[config.mk]
export PLATFORM = sky130hd
export DESIGN_NAME = uart_tx_fifo
export DESIGN_NICKNAME = d
export VERILOG_FILES = /design/src/rtl/uart_tx_fifo.sv
export SDC_FILE = /design/constraint.sdc
export NUM_CORES = 1
export LEC_CHECK = 0
export BUFFER_PORTS_ARGS = -buffer_cell sky130_fd_sc_hd__buf_2
export CAP_MARGIN = 15
export CORE_UTILIZATION = 56
export DETAILED_ROUTE_END_ITERATION = 16
export PLACE_DENSITY = 0.76
export SETUP_SLACK_MARGIN = 0.2
export SLEW_MARGIN = 25
export SYNTH_ARGS = -nofsm -noshare
export SYNTH_HDL_FRONTEND = slang
export SYNTH_SLANG_ARGS = --single-unit
[constraint.sdc]
create_clock -name CLK -period 5.8 [get_ports CLK]
set_clock_uncertainty 0.2 [all_clocks]
set_input_delay 0.87 -clock CLK [delete_from_list [all_inputs] [get_ports CLK]]
set_output_delay 0.87 -clock CLK [all_outputs]
set_load 0.1 [all_outputs]
[src/rtl/uart_tx_fifo.sv]
// ---------------------------------------------------------------------------
// uart_tx_fifo
//
// Buffered UART transmitter. Words written by the producer are queued in a
// FIFO_DEPTH-entry circular buffer. Each word is sent LSB-first as one frame:
// a start bit, DATA_WIDTH data bits, an optional parity bit, then one or two
// stop bits. Each bit is held for P = max(Prescale,1) clock cycles. When a
// frame ends and another word is waiting, the next start bit follows the last
// stop cycle directly, with no idle gap.
//
// Prescale, parity and stop-bit settings are captured when a word is popped
// from the FIFO. Changing them mid-frame only affects later frames.
//
// Ports
//   CLK          system clock, rising edge
//   Reset        asynchronous, active-high; aborts any frame, empties FIFO
//   Prescale     clock cycles per serial bit (0 behaves as 1)
//   Parity_EN    1 = send a parity bit after the data bits
//   Parity_type  0 = even parity, 1 = odd parity
//   Stop_bits    0 = one stop bit, 1 = two stop bits
//   Data_valid   write strobe
//   Data         word to queue
//   Ready        FIFO not full
//   Busy         frame in progress or FIFO non-empty
//   Fifo_count   words waiting in the FIFO (the word in flight is excluded)
//   Tx_out       serial line, idles high
//   State_dbg    current FSM state encoding, for observation only
//
// Handshake (Data_valid / Ready): a word moves into the FIFO on a rising edge
// where Data_valid and Ready are both 1. Ready depends only on registered
// FIFO occupancy, never on Data_valid. The producer may hold Data_valid high
// across edges and must keep Data stable until the word is taken. A write
// offered while Ready is 0 is dropped, even if the transmitter pops a word on
// that same edge.
// ---------------------------------------------------------------------------
module uart_tx_fifo #(
    parameter int DATA_WIDTH     = 8,
    parameter int FIFO_DEPTH     = 4,
    parameter int PRESCALE_WIDTH = 6
) (
    input  logic                          CLK,
    input  logic                          Reset,
    input  logic [PRESCALE_WIDTH-1:0]     Prescale,
    input  logic                          Parity_EN,
    input  logic                          Parity_type,
    input  logic                          Stop_bits,
    input  logic                          Data_valid,
    input  logic [DATA_WIDTH-1:0]         Data,
    output logic                          Ready,
    output logic                          Busy,
    output logic [$clog2(FIFO_DEPTH):0]   Fifo_count,
    output logic                          Tx_out,
    output logic [2:0]                    State_dbg
);

    // -----------------------------------------------------------------------
    // Derived sizes
    // -----------------------------------------------------------------------
    localparam int AW = $clog2(FIFO_DEPTH);   // FIFO pointer width
    localparam int CW = AW + 1;               // occupancy width, holds 0..DEPTH
    localparam int BW = $clog2(DATA_WIDTH);   // data bit index width

    localparam logic [CW-1:0]             FULL_COUNT = CW'(FIFO_DEPTH);
    localparam logic [BW-1:0]             LAST_BIT   = BW'(DATA_WIDTH - 1);
    localparam logic [PRESCALE_WIDTH-1:0] PRESC_ONE  = PRESCALE_WIDTH'(1);

    // -----------------------------------------------------------------------
    // FSM state encoding
    // -----------------------------------------------------------------------
    localparam logic [2:0] S_IDLE   = 3'd0;
    localparam logic [2:0] S_START  = 3'd1;
    localparam logic [2:0] S_DATA   = 3'd2;
    localparam logic [2:0] S_PARITY = 3'd3;
    localparam logic [2:0] S_STOP   = 3'd4;

    // -----------------------------------------------------------------------
    // FIFO storage and pointers
    // -----------------------------------------------------------------------
    logic [DATA_WIDTH-1:0] mem_q [FIFO_DEPTH];
    logic [AW-1:0]         wr_ptr_q, wr_ptr_d;
    logic [AW-1:0]         rd_ptr_q, rd_ptr_d;
    logic [CW-1:0]         count_q,  count_d;

    logic                  push;
    logic                  pop;
    logic [DATA_WIDTH-1:0] head_word;

    // -----------------------------------------------------------------------
    // Transmitter registers
    // -----------------------------------------------------------------------
    logic [2:0]                state_q,    state_d;
    logic [DATA_WIDTH-1:0]     shift_q,    shift_d;
    logic [PRESCALE_WIDTH-1:0] presc_q,    presc_d;     // latched P, never 0
    logic [PRESCALE_WIDTH-1:0] cnt_q,      cnt_d;       // cycles left in bit
    logic [BW-1:0]             bit_idx_q,  bit_idx_d;
    logic                      stop_idx_q, stop_idx_d;  // 1 = second stop bit
    logic                      par_en_q,   par_en_d;
    logic                      par_bit_q,  par_bit_d;
    logic                      stop2_q,    stop2_d;
    logic                      tx_q,       tx_d;

    logic                      bit_done;
    logic [PRESCALE_WIDTH-1:0] eff_presc;
    logic [PRESCALE_WIDTH-1:0] cnt_reload;

    // -----------------------------------------------------------------------
    // FIFO control
    // -----------------------------------------------------------------------
    // A write is taken only when the FIFO was not full before the edge. A pop
    // on the same edge does not free a slot for that write.
    assign push      = Data_valid && (count_q != FULL_COUNT);
    assign head_word = mem_q[rd_ptr_q];

    always_comb begin
        wr_ptr_d = wr_ptr_q;
        rd_ptr_d = rd_ptr_q;
        if (push) begin
            wr_ptr_d = wr_ptr_q + AW'(1);
        end
        if (pop) begin
            rd_ptr_d = rd_ptr_q + AW'(1);
        end
        count_d = count_q + CW'(push) - CW'(pop);
    end

    // Storage needs no reset. Occupancy and pointers decide what is valid.
    always_ff @(posedge CLK) begin
        if (push) begin
            mem_q[wr_ptr_q] <= Data;
        end
    end

    always_ff @(posedge CLK or posedge Reset) begin
        if (Reset) begin
            wr_ptr_q <= '0;
            rd_ptr_q <= '0;
            count_q  <= '0;
        end else begin
            wr_ptr_q <= wr_ptr_d;
            rd_ptr_q <= rd_ptr_d;
            count_q  <= count_d;
        end
    end

    // -----------------------------------------------------------------------
    // Bit timing
    // -----------------------------------------------------------------------
    // Prescale 0 is treated as 1, so the latched period is never zero. The
    // down-counter reloads to period-1 and a bit ends when the counter
    // reaches zero. The counter therefore never wraps.
    assign eff_presc  = (Prescale == '0) ? PRESC_ONE : Prescale;
    assign cnt_reload = presc_q - PRESC_ONE;
    assign bit_done   = (cnt_q == '0);

    // -----------------------------------------------------------------------
    // Transmit FSM next-state logic
    // -----------------------------------------------------------------------
    always_comb begin
        state_d    = state_q;
        shift_d    = shift_q;
        presc_d    = presc_q;
        cnt_d      = cnt_q;
        bit_idx_d  = bit_idx_q;
        stop_idx_d = stop_idx_q;
        par_en_d   = par_en_q;
        par_bit_d  = par_bit_q;
        stop2_d    = stop2_q;
        tx_d       = tx_q;
        pop        = 1'b0;

        case (state_q)
            S_IDLE: begin
                tx_d = 1'b1;
                if (count_q != '0) begin
                    pop = 1'b1;
                end
            end

            S_START: begin
                if (bit_done) begin
                    state_d   = S_DATA;
                    cnt_d     = cnt_reload;
                    bit_idx_d = '0;
                    tx_d      = shift_q[0];
                end else begin
                    cnt_d = cnt_q - PRESC_ONE;
                end
            end

            S_DATA: begin
                if (bit_done) begin
                    cnt_d = cnt_reload;
                    if (bit_idx_q == LAST_BIT) begin
                        if (par_en_q) begin
                            state_d = S_PARITY;
                            tx_d    = par_bit_q;
                        end else begin
                            state_d    = S_STOP;
                            stop_idx_d = 1'b0;
                            tx_d       = 1'b1;
                        end
                    end else begin
                        // Tx_out always shows shift_q[0]. The next bit
                        // is shift_q[1] before the shift takes effect.
                        bit_idx_d = bit_idx_q + BW'(1);
                        shift_d   = shift_q >> 1;
                        tx_d      = shift_q[1];
                    end
                end else begin
                    cnt_d = cnt_q - PRESC_ONE;
                end
            end

            S_PARITY: begin
                if (bit_done) begin
                    state_d    = S_STOP;
                    cnt_d      = cnt_reload;
                    stop_idx_d = 1'b0;
                    tx_d       = 1'b1;
                end else begin
                    cnt_d = cnt_q - PRESC_ONE;
                end
            end

            S_STOP: begin
                if (bit_done) begin
                    if (stop2_q && !stop_idx_q) begin
                        stop_idx_d = 1'b1;
                        cnt_d      = cnt_reload;
                    end else if (count_q != '0) begin
                        // Back-to-back: the next start bit begins on the same
                        // edge that ends this frame. The load is applied
                        // below.
                        pop = 1'b1;
                    end else begin
                        state_d = S_IDLE;
                        tx_d    = 1'b1;
                    end
                end else begin
                    cnt_d = cnt_q - PRESC_ONE;
                end
            end

            default: begin
                state_d = S_IDLE;
                tx_d    = 1'b1;
            end
        endcase

        // Frame load. This is shared by IDLE and by the end of STOP.
        // Configuration is captured here and held for the whole frame.
        // Parity is computed once from the popped word.
        if (pop) begin
            state_d   = S_START;
            shift_d   = head_word;
            presc_d   = eff_presc;
            cnt_d     = eff_presc - PRESC_ONE;
            par_en_d  = Parity_EN;
            par_bit_d = (^head_word) ^ Parity_type;
            stop2_d   = Stop_bits;
            tx_d      = 1'b0;
        end
    end

    // -----------------------------------------------------------------------
    // Transmit FSM registers
    // -----------------------------------------------------------------------
    always_ff @(posedge CLK or posedge Reset) begin
        if (Reset) begin
            state_q    <= S_IDLE;
            shift_q    <= '0;
            presc_q    <= PRESC_ONE;
            cnt_q      <= '0;
            bit_idx_q  <= '0;
            stop_idx_q <= 1'b0;
            par_en_q   <= 1'b0;
            par_bit_q  <= 1'b0;
            stop2_q    <= 1'b0;
            tx_q       <= 1'b1;
        end else begin
            state_q    <= state_d;
            shift_q    <= shift_d;
            presc_q    <= presc_d;
            cnt_q      <= cnt_d;
            bit_idx_q  <= bit_idx_d;
            stop_idx_q <= stop_idx_d;
            par_en_q   <= par_en_d;
            par_bit_q  <= par_bit_d;
            stop2_q    <= stop2_d;
            tx_q       <= tx_d;
        end
    end

    // -----------------------------------------------------------------------
    // Outputs
    // -----------------------------------------------------------------------
    // All outputs come from registers only. No input reaches an output
    // through combinational logic.
    assign Tx_out     = tx_q;
    assign Ready      = (count_q != FULL_COUNT);
    assign Busy       = (state_q != S_IDLE) || (count_q != '0);
    assign Fifo_count = count_q;
    assign State_dbg  = state_q;

endmodule

==> results.tsv <==
metric	value	unit
status	completed	
commonest cells after routing, fill and taps aside	nand2_1 (42), dfrtp_1 (36), edfxtp_1 (32), buf_2 (28), o21ai_0 (17)	
Worst-path clk slew	0.07	ns
antenna-violating nets left	0	
vias in the first global route	2153	
syn_area_per_cell	12.2	sq um
DR pass1 iterations	4	
DR iter-0 viols	111	
Die Footprint	6380	sq um
total global routing overflow	0	
startpoint types	register	
Via-to-Cell Ratio	5.65	
# clock sinks	70	
Fillers	468	
Starting Density	57.7	%
commonest non-fill, non-tap cell in the layout	nand2_1	
slew margin rel.	43.5	%
register area share after synthesis	56.3	%
worst path arrival time	4.56	ns
CP startpoint	cnt_q[0]	
Max-Cap Viols	0	
CP Capture Point	cnt_q[4]	
leakage power	1.59	nW
number of enable flip-flop cells after synthesis	32	
CP Data Required Time	5.83	ns
CTS tree	built	
I/O pin cnt	29	
total global-route track usage	22.0	%
Die Y	79.9	um
quantity of hold-fixing buffers added after cts	0	
dpl hpwl	4.15	mm
layout cells sized above 1	20.1	%
Worst R2R Path Depth	12	
crit path capture type	register	
fin crit share	78.1	%
CTS Buffer Depth	2	
Peak Freq	221	MHz
reg2reg end	cnt_q[4]	
Mapped Cells	279	
Net Count, Synth	309	
nets	339	
Reg2Reg Setup Slack	1.27	ns
global-route wire length before repair	10.3	mm
library cells used by synthesis	51	
worst flop-to-flop path startpoint	cnt_q[0]	
TritonCTS buffer count	9	
type of the worst min-delay path	reg2reg	
Max IR drop VDD	509	uV
pin count of the biggest net entering global routing	39	
Placeable Area	5890	sq um
Residual DRC	0	
DP Area	3590	sq um
antenna violations before repair	0	
Critical Path Fanout Max	31	
Resized cells post-CTS	0	
setup TNS	0	ns
yosys warns	0	
vias	2199	
Post-Route WL	6.15	mm
Setup Crit Path Kind	reg2reg	
final instance area	3800	sq um
drt wl/cell	15.8	um
Post-synth ARST share	54.3	%
Post-CTS Setup Inserts	0	
Clk Latency, worst-skew pair	0.34	ns
Setup violations, final	0	
die span in x	79.9	um
hold_sp	bit_idx_q[0]	
Max Slew Vio Count	0	
n_diodes	0	
Post-Syn Area	3400	sq um
Cell Rows	28	
RSZ-0062 raised after global routing	false	
GPL Wtd Cong	0.832	
P per Cell Area	630	nW/um^2
Root Driver	clkbuf_8	
number of port buffers	28	
post-synthesis register bit count	70	
min Tclk post-route	4.53	ns
worst slew pin tran	0.847	ns
Final Hold Fails	0	
H-tree depth	3	
Area Growth Syn to Fin	11.9	%
Main synth FF type	dfrtp_1	
-- cell families after synthesis --
logic type      Yosys count  synth area share, %
simple gates             84                 12.3
flops                    70                 56.3
compound gates           53                 10.8
buf+inv                  26                 3.24
mux                      19                 8.58
xor+xnor                 17                 4.79
fa+ha+maj                10                 3.90
-- metal layers --
metal / vias up / GRT usage [%] / part of all wire [%]
met5: - / 0 / 0
met1: 1062 / 28.6 / 45
met2: 60 / 35.6 / 49
met4: 0 / 8.39 / 1.5
li1: 1067 / - / -
met3: 10 / 5.26 / 4.0
-- power breakdown --
group	switching, mW	internal (mW)
Combinational	0.671	0.435
Clock	0.180	0.241
Sequential	0.160	0.707
-- critical path: stages, from the launching register on --
cell	delay, ns
dfrtp_1	0.44
nor4_4	0.51
a31oi_4	0.19
or2_1	0.51
inv_1	0.74
o211ai_1	0.29
nand2_1	0.12
ha_1	0.24
or3b_2	0.45
a31oi_1	0.25
xor2_1	0.17
a21oi_1	0.08
o22a_1	0.23
-- synthesized netlist by cell type (all sizes together), types with 2 or more instances --
master,n,area [sq um]
o21a,2,15.0
inv,16,60.1
ha,9,113
mux4,8,180
xor2,4,35.0
o21ai,17,85.1
o31ai,3,27.5
dfrtp,36,901
a31oi,5,46.3
nand2b,2,12.5
buf,5,31.3
nand3b,2,15.0
or4,2,15.0
xnor2,12,105
o211ai,6,45.0
clkbuf,5,18.8
or2,3,18.8
nor3b,2,15.0
nor2,9,33.8
dfstp,2,52.6
o41ai,2,17.5
and3,5,31.3
nand2,42,158
edfxtp,32,961
or3,3,18.8
a21oi,7,35.0
nand3,3,15.0
nor3,5,30.0
o22a,2,17.5
o2bb2ai,2,17.5
mux2i,10,100
and2,2,12.5
-- through the flow --
stage          setup slack [ns]  power, mW  hold slack, ns  std cells  util (%)
5_1_grt                   0.853       2.56           0.298        389      64.6
6_report                   1.27       2.39           0.290        389      64.6
3_5_place_dp               1.34       1.98           0.284        373      61.0
4_1_cts                    1.29       2.41           0.294        389      64.6
2_1_floorplan              1.97       1.77           0.247        279         -
3_3_place_gp               1.48       1.95           0.262        373      61.0
-- flip-flops by register name (all words and copies together) (netlist names) --
name and count:
mem_q 32, shift_q 8, cnt_q 6, presc_q 6, Fifo_count 3, State_dbg 3
bit_idx_q 3, rd_ptr_q 2, wr_ptr_q 2, Tx_out 1, par_bit_q 1, par_en_q 1
stop2_q 1, stop_idx_q 1
-- how the worst min path moves through the flow --
stage / endpoint / slack, ns / depth (start not counted)
finish: bit_idx_q[0] / 0.29 / 1
global route: bit_idx_q[0] / 0.30 / 1
CTS: bit_idx_q[0] / 0.29 / 1
detailed placement: bit_idx_q[0] / 0.28 / 1
global placement: stop2_q / 0.26 / 2
floorplan: stop2_q / 0.25 / 2
-- final cells by class --
class,instances,area (sq um),area share (%)
Clock buffer,10,128,3.36
Multi-Input combinational cell,183,1370,36.1
Sequential cell,70,1910,50.3
Timing Repair Buffer,29,148,3.88
Inverter,16,60.1,1.58
Clock inverter,6,86.3,2.27
Tap cell,75,93.8,2.47
Note: power is estimated with default switching activity, not from simulation.
